### src/rtl/snn_pkg.sv
// Shared constants and state encoding for the SNN image loader.
// Imported by the loader top and its pixel unpacker.
package snn_pkg;

    localparam int         NUM_PIXELS = 784;
    localparam logic [7:0] ASCII_BASE = 8'h30;

    typedef enum logic [2:0] {
        LOAD_WAIT,
        LOAD_WRITE,
        START,
        WAIT_CORE,
        TX,
        TX_WAIT
    } loader_state_t;

endpackage

### src/rtl/pixel_unpacker.sv
// Byte shift register that serialises one pixel byte LSB-first.
// Reports the current bit and whether it is the eighth of the byte.
module pixel_unpacker (
    input  logic       clk,
    input  logic       rst_n,
    input  logic       i_load,
    input  logic [7:0] i_data,
    input  logic       i_shift,
    output logic       o_bit,
    output logic       o_last_bit
);

    logic [7:0] r_shreg;
    logic [2:0] r_bit_cnt;

    always_ff @(posedge clk or negedge rst_n) begin
        if (!rst_n) begin
            r_shreg   <= 8'h00;
            r_bit_cnt <= 3'd0;
        end else if (i_load) begin
            r_shreg   <= i_data;
            r_bit_cnt <= 3'd0;
        end else if (i_shift) begin
            r_shreg   <= {1'b0, r_shreg[7:1]};
            r_bit_cnt <= r_bit_cnt + 3'd1;
        end
    end

    assign o_bit      = r_shreg[0];
    assign o_last_bit = (r_bit_cnt == 3'd7);

endmodule

### src/rtl/snn_image_loader.sv
// Loads one packed image into the input-unit RAM, starts snn_core,
// then returns the classified digit as ASCII over the UART.
module snn_image_loader #(
    parameter int         NUM_PIXELS = snn_pkg::NUM_PIXELS,
    parameter int         ADDR_W     = 10,
    parameter logic [7:0] ASCII_BASE = snn_pkg::ASCII_BASE
) (
    input  logic              clk,
    input  logic              rst_n,
    input  logic              rx_rdy,
    input  logic [7:0]        rx_data,
    output logic              rx_clr_rdy,
    output logic              ram_we,
    output logic [ADDR_W-1:0] ram_addr,
    output logic              ram_d,
    input  logic [ADDR_W-1:0] core_addr,
    output logic              core_start,
    input  logic              core_done,
    input  logic [3:0]        core_digit,
    output logic              tx_start,
    output logic [7:0]        tx_data,
    input  logic              tx_done,
    output logic              busy
);

    import snn_pkg::*;

    localparam logic [ADDR_W-1:0] LAST_PIX = ADDR_W'(NUM_PIXELS - 1);

    loader_state_t     r_state;
    logic [ADDR_W-1:0] r_pix_cnt;
    logic              r_rx_clr_rdy;
    logic              r_ram_we;
    logic              r_core_start;
    logic              r_tx_start;
    logic [7:0]        r_tx_data;
    logic              r_busy;

    logic w_load;
    logic w_shift;
    logic w_bit;
    logic w_last;
    logic w_core_phase;

    assign w_load  = (r_state == LOAD_WAIT) && rx_rdy;
    assign w_shift = (r_state == LOAD_WRITE);

    pixel_unpacker u_unpacker (
        .clk        (clk),
        .rst_n      (rst_n),
        .i_load     (w_load),
        .i_data     (rx_data),
        .i_shift    (w_shift),
        .o_bit      (w_bit),
        .o_last_bit (w_last)
    );

    always_ff @(posedge clk or negedge rst_n) begin
        if (!rst_n) begin
            r_state      <= LOAD_WAIT;
            r_pix_cnt    <= '0;
            r_rx_clr_rdy <= 1'b0;
            r_ram_we     <= 1'b0;
            r_core_start <= 1'b0;
            r_tx_start   <= 1'b0;
            r_tx_data    <= 8'h00;
            r_busy       <= 1'b0;
        end else begin
            r_rx_clr_rdy <= 1'b0;
            r_core_start <= 1'b0;
            r_tx_start   <= 1'b0;
            unique case (r_state)
                LOAD_WAIT: begin
                    if (rx_rdy) begin
                        r_rx_clr_rdy <= 1'b1;
                        r_ram_we     <= 1'b1;
                        r_busy       <= 1'b1;
                        r_state      <= LOAD_WRITE;
                    end
                end
                LOAD_WRITE: begin
                    if (w_last) begin
                        r_ram_we <= 1'b0;
                        if (r_pix_cnt == LAST_PIX) begin
                            // Counter wraps here so it never passes the image end
                            r_pix_cnt    <= '0;
                            r_core_start <= 1'b1;
                            r_state      <= START;
                        end else begin
                            r_pix_cnt <= r_pix_cnt + 1'b1;
                            r_busy    <= 1'b0;
                            r_state   <= LOAD_WAIT;
                        end
                    end else begin
                        r_pix_cnt <= r_pix_cnt + 1'b1;
                    end
                end
                START: begin
                    r_pix_cnt <= '0;
                    r_state   <= WAIT_CORE;
                end
                WAIT_CORE: begin
                    if (core_done) begin
                        r_tx_data  <= ASCII_BASE + {4'h0, core_digit};
                        r_tx_start <= 1'b1;
                        r_state    <= TX;
                    end
                end
                TX: begin
                    r_state <= TX_WAIT;
                end
                TX_WAIT: begin
                    if (tx_done) begin
                        r_busy  <= 1'b0;
                        r_state <= LOAD_WAIT;
                    end
                end
                default: begin
                    r_ram_we <= 1'b0;
                    r_busy   <= 1'b0;
                    r_state  <= LOAD_WAIT;
                end
            endcase
        end
    end

    // Once the image is complete the core owns the RAM address
    assign w_core_phase = (r_state == START)     ||
                          (r_state == WAIT_CORE) ||
                          (r_state == TX)        ||
                          (r_state == TX_WAIT);

    assign ram_addr   = w_core_phase ? core_addr : r_pix_cnt;
    assign ram_we     = r_ram_we;
    assign ram_d      = r_ram_we & w_bit;
    assign rx_clr_rdy = r_rx_clr_rdy;
    assign core_start = r_core_start;
    assign tx_start   = r_tx_start;
    assign tx_data    = r_tx_data;
    assign busy       = r_busy;

endmodule
### config.mk
export PLATFORM = sky130hd
export DESIGN_NAME = snn_image_loader
export DESIGN_NICKNAME = d
export VERILOG_FILES = /design/src/rtl/snn_pkg.sv /design/src/rtl/pixel_unpacker.sv /design/src/rtl/snn_image_loader.sv
export SDC_FILE = /design/constraint.sdc
export NUM_CORES = 1
export LEC_CHECK = 0
export ABC_AREA = 1
export BUFFER_PORTS_ARGS = -buffer_cell sky130_fd_sc_hd__buf_2
export CAP_MARGIN = 40
export CORE_UTILIZATION = 36
export CTS_BUF_LIST = sky130_fd_sc_hd__clkbuf_2
export DETAILED_ROUTE_END_ITERATION = 16
export PLACE_DENSITY = 0.66
export SLEW_MARGIN = 10
export SYNTH_ARGS = -nofsm -noshare
export SYNTH_HDL_FRONTEND = slang
export SYNTH_HIERARCHICAL = 1
export SYNTH_SLANG_ARGS = --single-unit
### constraint.sdc
create_clock -name clk -period 2.4 [get_ports clk]
set_input_delay 0.48 -clock clk [delete_from_list [all_inputs] [get_ports clk]]
set_output_delay 0.48 -clock clk [all_outputs]
set_load 0.005 [all_outputs]
; After elaboration in Yosys (flattened, before gate mapping)
; Index checks and enable logic that the tools add are counted.
[word_totals]
ff_bits = 37
output_inout_bits = 24
wordCells = 69
[classes]
n_addsub = 3
n_eq_ne = 12
n_mux = 28
n_bitwise = 3
n_reduce_logical = 13
[op_table]
columns = cell, count
row1 = $mux 10, 3
row2 = $pmux 10 s2, 1
row3 = $mux 3, 6
row4 = $pmux 3 s6, 1
row5 = $mux 8, 2
row6 = $mux 1, 12
row7 = $add 10x1->10 const B, 1
row8 = $eq 10x10->1 const B, 1
row9 = $ne 2x2->1 const B, 5
row10 = $eq 3x3->1 const B, 3
row11 = $add 6x4->7 const A, 1
row12 = $eq 3x2->1 const B, 2
row13 = $reduce_and 5->1, 1
row14 = $pmux 1 s4, 1
row15 = $reduce_and 4->1, 1
row16 = $reduce_bool 2->1, 2
row17 = $reduce_or 4->1, 1
row18 = $add 3x1->3 const B, 1
row19 = $eq 3x1->1 const B, 1
row20 = $logic_not 3->1, 1
row21 = $logic_or 1x1->1, 3
row22 = $pmux 1 s3, 1
row23 = $reduce_and 3->1, 1
row24 = $reduce_or 3->1, 1
row25 = other kinds (5), 6

; Longest topological paths before layout
[logic_depth]
word_depth = 5
ltp_mapped = 9

; By module
; The synthesis kept the hierarchy.
[by_module_without_submodules]
columns = mod, instances, cells_each, area_per_inst_um2
row1 = snn_image_loader, 1, 171, 1325.0
row2 = pixel_unpacker, 1, 58, 516.7

; Worst setup path after synthesis
; OpenSTA, ideal clock, no wires.
[synth_timing]
path_type = register -> output
from = register r_state[2]
to = output ram_addr[0]
arrival_ns = 1.075
t_required_ns = 1.920
slack_ns = 0.845
path_stages_with_launch = 7
n_path_buf = 1
path_cell_list = dfrtp_1 -> inv_2 -> nand3_2 -> o211ai_2 -> buf_2 -> nand2_1 -> o21ai_1
[synth_between]
elab_chain_cells = 5
word_cells_on_any_way = 8
cone_classes = 4 x eq/ne / 1 x mux / 3 x reduce/logical
[synth_rtl]
columns = item, line
row1 = from (decl), snn_image_loader.sv:30  ; loader_state_t r_state;
row2 = from (signal assigned), snn_image_loader.sv:60  ; r_state <= LOAD_WAIT;
row3 = from (signal assigned), snn_image_loader.sv:78  ; r_state <= LOAD_WRITE;
row4 = from (signal assigned), snn_image_loader.sv:88  ; r_state <= START;
row5 = $eq 3x2->1 (on tied branches), "snn_image_loader.sv:128, snn_image_loader.sv:129"
row6 = $logic_or 1x1->1, snn_image_loader.sv:128  ; assign w_core_phase = (r_state == START) ||
row7 = $logic_or 1x1->1, snn_image_loader.sv:129  ; (r_state == WAIT_CORE) ||
row8 = $logic_or 1x1->1 (*), snn_image_loader.sv:130  ; (r_state == TX) ||
row9 = $mux 10 (*), snn_image_loader.sv:133  ; assign ram_addr = w_core_phase ? core_addr : r_pix_cnt;
row10 = to (decl), snn_image_loader.sv:14  ; output logic [ADDR_W-1:0] ram_addr,
; Every way passes the cells marked *; elsewhere a longest branch is shown, timed or not.

; Worst setup path after layout
[layout_timing]
from = register r_state[2]
to = output ram_addr[7]
; Same word-level chain as after synthesis.

==> metrics.txt <==
# TYPE chip_impl_metric gauge
chip_impl_metric{name="core_box_area",unit="um2"} 4817
chip_impl_metric{name="groute.usage.overall",unit="%"} 15.40
chip_impl_metric{name="cts_max_level",unit=""} 2
chip_impl_metric{name="finalWorstPathRequiredPeriod",unit="ns"} 2.189
chip_impl_metric{name="detailed_place_hpwl",unit="um"} 2683
chip_impl_metric{name="drt_wl_total",unit="um"} 3895
chip_impl_metric{name="setup_slack",unit="ns"} 0.2113
chip_impl_metric{name="final_area",unit="um2"} 2195
chip_impl_metric{name="cts_buffers",unit=""} 5
chip_impl_metric{name="synthToLayoutAreaGrowth",unit="%"} 19.16
chip_impl_info{name="critical_path.cell_chain",value="inv_4, nand3_2, o211ai_4, nand2_1, o21ai_1, buf_2"} 1
chip_impl_metric{name="slew_headroom",unit="%"} 49.81
chip_impl_metric{name="synth_seq_cells",unit=""} 34
chip_impl_metric{name="slew_violations",unit=""} 0
chip_impl_info{name="setup.worst_path.class",value="register to output pin"} 1
chip_impl_metric{name="post_synth_inst_count",unit=""} 229
chip_impl_metric{name="grt_first_pass_wirelength",unit="um"} 6327
chip_impl_metric{name="post-route-drc-count",unit=""} 0
chip_impl_metric{name="leakagePower",unit="nW"} 1.149
chip_impl_metric{name="syn_area_per_cell",unit="um2"} 8.043
chip_impl_metric{name="dpl-instance-area",unit="um2"} 2096
chip_impl_metric{name="dieWidth",unit="um"} 73.53
chip_impl_info{name="tritoncts_clock_tree",value="done"} 1
chip_impl_metric{name="max_cap_violations",unit=""} 0
chip_impl_metric{name="tightestPinTransition",unit="ns"} 0.7528
chip_impl_metric{name="intPower",unit="W"} 0.001347
chip_impl_metric{name="synth_sequential_area_ratio",unit="%"} 46.20
chip_impl_metric{name="num_io_pins",unit=""} 51
chip_impl_metric{name="maximum_vdd_drop",unit="mV"} 0.4531
chip_impl_metric{name="synthesis.area",unit="um2"} 1842
chip_impl_info{name="yosys_most_used_dff",value="sky130_fd_sc_hd__dfrtp_1"} 1
chip_impl_metric{name="switching_share",unit="%"} 42.70
chip_impl_metric{name="clk_latency",unit="ns"} 0.36
chip_impl_info{name="worst_setup_path_start_kind",value="register"} 1
chip_impl_metric{name="worst-endpoint-arrival",unit="ns"} 1.71
chip_impl_metric{name="drt_iter0_markers",unit=""} 88
chip_impl_metric{name="gp_congestion",unit=""} 0.8460
chip_impl_info{name="worst_path_dominant_cell_family",value="flip-flops"} 1
chip_impl_metric{name="combinationalPowerShare",unit="%"} 45.2
chip_impl_metric{name="fin_hold_ws",unit="ns"} 0.1542
chip_impl_info{name="rsz0062_at_grt",value="false"} 1
chip_impl_metric{name="dp_slack",unit="ns"} 0.4230
chip_impl_metric{name="largest_net_degree_at_the_start_of_global_routing",unit=""} 35
chip_impl_metric{name="finalSetupViolations",unit=""} 0
chip_impl_info{name="worst_hold_path_type",value="input port to async pin"} 1
chip_impl_metric{name="chipHeight",unit="um"} 73.53
chip_impl_metric{name="post_drt_wl_per_cell",unit="um"} 11.29
chip_impl_metric{name="via_count",unit=""} 1597
chip_impl_metric{name="drt.antenna.violating_nets",unit=""} 0
chip_impl_metric{name="fmax",unit="GHz"} 0.4569
chip_impl_metric{name="synthesis.yosys.warnings",unit=""} 6
chip_impl_metric{name="final_net_count",unit=""} 307
chip_impl_metric{name="crit_buf_inv",unit=""} 2
chip_impl_metric{name="fin_tns_setup",unit="ns"} 0
chip_impl_metric{name="cts_setup_buffers",unit=""} 0
chip_impl_metric{name="overflow_left_after_global_routing",unit=""} 0
chip_impl_metric{name="power",unit="W"} 0.002350
chip_impl_info{name="cts_root_buf",value="sky130_fd_sc_hd__clkbuf_2"} 1
chip_impl_metric{name="ff2ff_setup_slack",unit="ns"} 0.70
chip_impl_metric{name="diodes",unit=""} 0
chip_impl_metric{name="synth_cell_type_count",unit=""} 27
chip_impl_metric{name="floorplan.initialDensity",unit="%"} 38.23
chip_impl_metric{name="hold_violations",unit=""} 0
chip_impl_metric{name="power.density",unit="nW/um2"} 1071
chip_impl_metric{name="worst-endpoint-required",unit="ns"} 1.92
chip_impl_metric{name="initial_antenna_violation_count",unit=""} 0
chip_impl_metric{name="num_rows",unit=""} 25
chip_impl_metric{name="cts_max_path_buffers",unit=""} 2
chip_impl_metric{name="synth-async-reset-ratio",unit="%"} 100.0
chip_impl_metric{name="p_clk_share",unit="%"} 15.7
chip_impl_metric{name="p_sw",unit="W"} 0.001004
chip_impl_metric{name="power_frac_seq",unit="%"} 39.0
chip_impl_metric{name="worst_clock_skew",unit="ns"} 0.01191
chip_impl_metric{name="grt_pass1_vias",unit=""} 1445
chip_impl_metric{name="drt-pass1-iter-count",unit=""} 4
chip_impl_info{name="cpMaxStageDelayCell",value="sky130_fd_sc_hd__dfrtp_1"} 1
chip_impl_info{name="status",value="complete, no violations"} 1
chip_impl_metric{name="synth_edf_count",unit=""} 0
chip_impl_metric{name="final.period_utilization",unit="%"} 91.19
chip_impl_metric{name="die_area",unit="um2"} 5406
chip_impl_metric{name="number_of_vias_per_cell",unit=""} 4.629
chip_impl_metric{name="critical_path.max_stage_delay",unit="ns"} 0.45
chip_impl_info{name="final_common_cell",value="sky130_fd_sc_hd__nand2_1"} 1
chip_impl_metric{name="clk_pin_slew",unit="ns"} 0.17
chip_impl_metric{name="fraction_of_final_layout_cells_with_drive_strength_greater_than_1",unit="%"} 27.34
chip_impl_metric{name="port-buffer-count",unit=""} 48
chip_impl_info{name="final_cell_mix",value="71 x sky130_fd_sc_hd__nand2_1, 48 x sky130_fd_sc_hd__buf_2, 32 x sky130_fd_sc_hd__dfrtp_1"} 1
chip_impl_info{name="setup.worst_path.end_class",value="output pin"} 1
chip_impl_metric{name="max_fanout_on_critical_path",unit=""} 11
chip_impl_metric{name="cts_num_sinks",unit=""} 34
[layout make-up]
type	instances	area, um2
Clock inverter	1	30.03
Fill cell	507	2623
Clock buffer	7	35.03
Tap cell	67	83.83
Inverter	23	88.84
Sequential cell	34	853.3
Multi-Input combinational cell	165	863.3
Timing Repair Buffer	48	240.2
[cell usage after synthesis (2+ instances only)]
cell / n / area, um2
sky130_fd_sc_hd__buf_4: 4 / 30.03
sky130_fd_sc_hd__inv_1: 21 / 78.83
sky130_fd_sc_hd__o22ai_1: 2 / 12.51
sky130_fd_sc_hd__o21ai_1: 11 / 55.05
sky130_fd_sc_hd__buf_6: 3 / 33.78
sky130_fd_sc_hd__nand4_1: 2 / 12.51
sky130_fd_sc_hd__nand3_2: 2 / 20.02
sky130_fd_sc_hd__nor2_4: 3 / 33.78
sky130_fd_sc_hd__o21ai_0: 8 / 40.04
sky130_fd_sc_hd__nor2_1: 17 / 63.81
sky130_fd_sc_hd__xor2_1: 4 / 35.03
sky130_fd_sc_hd__mux2_2: 4 / 45.04
sky130_fd_sc_hd__ha_1: 3 / 37.54
sky130_fd_sc_hd__nand3_1: 27 / 135.1
sky130_fd_sc_hd__dfrtp_1: 34 / 850.8
sky130_fd_sc_hd__inv_2: 2 / 7.510
sky130_fd_sc_hd__nand2_1: 71 / 266.5
sky130_fd_sc_hd__buf_2: 2 / 10.01
[logic make-up after synthesis]
family	count (synthesis)	synth area share [%]
mux	4	2.445
fa+ha+maj	3	2.038
flops	34	46.20
simple gates	128	31.73
buf+inv	32	8.696
compound gates	23	6.793
xor+xnor	4	1.902
other cells	1	0.2036
[sequential cells by signal, indices dropped and copies added, names as in the netlist]
register              cells
u_unpacker/r_shreg        8
core_start                1
ram_we                    1
tx_data                   5
u_unpacker/r_bit_cnt      3
busy                      1
rx_clr_rdy                1
tx_start                  1
r_pix_cnt                10
r_state                   3
[routing by layer]
layer  global-route usage, %  routed length, um  vias up
met4                   5.769                 44        0
met2                   24.06               1655       55
met1                   20.49               1928      706
met3                   3.978                267        4
met5                       0                  0        -
li1                        -                  -      832
[power by group through the flow]
stage,sequential (W),combinational (W),clock [W]
after floorplan,0.000891,0.000802,0
after global placement,0.000913,0.00102,0
after detailed placement,0.000922,0.00104,0
after CTS,0.000910,0.00105,0.000387
after global routing,0.000951,0.00124,0.000402
final,0.000918,0.00106,0.000370
[worst register-to-register path, cell delays in order (launching register included)]
cell and delay (ns):
sky130_fd_sc_hd__dfrtp_2 0.54, sky130_fd_sc_hd__nor2_1 0.19, sky130_fd_sc_hd__nand3_1 0.15, sky130_fd_sc_hd__inv_1 0.33, sky130_fd_sc_hd__inv_2 0.18, sky130_fd_sc_hd__nand3_1 0.11, sky130_fd_sc_hd__nand3_1 0.09
[stage by stage]
stage	utilization, %	instances
4_1_cts	45.04	344
5_1_grt	45.56	345
2_1_floorplan	-	230
3_5_place_dp	43.51	336
3_3_place_gp	43.51	336
6_report	45.56	345
[worst paths after layout]
path	startpoint	cells after the start	end
min in group clk	rx_data[7]	3	u_unpacker/r_shreg[7]$_DFFE_PN0P_
worst max-delay path	r_state[2]$_DFFE_PN0P_	6	ram_addr[7]
max in group asynchronous	rst_n	1	r_state[0]$_DFFE_PN0P_
worst min-delay path	rst_n	1	r_state[1]$_DFFE_PN0P_
worst max register to register	r_state[1]$_DFFE_PN0P_	6	u_unpacker/r_shreg[5]$_DFFE_PN0P_
worst min register to register	u_unpacker/r_shreg[7]$_DFFE_PN0P_	2	u_unpacker/r_shreg[7]$_DFFE_PN0P_
[what timing repair did]
action | in CTS | in global routing
cloned | 0 | 1
pin swaps | 0 | 1
hold buffers | 0 | 0
endpoints found under the setup margin | 10 | 1
gates resized for setup | 1 | 4
(Power assumes the default switching activity.)
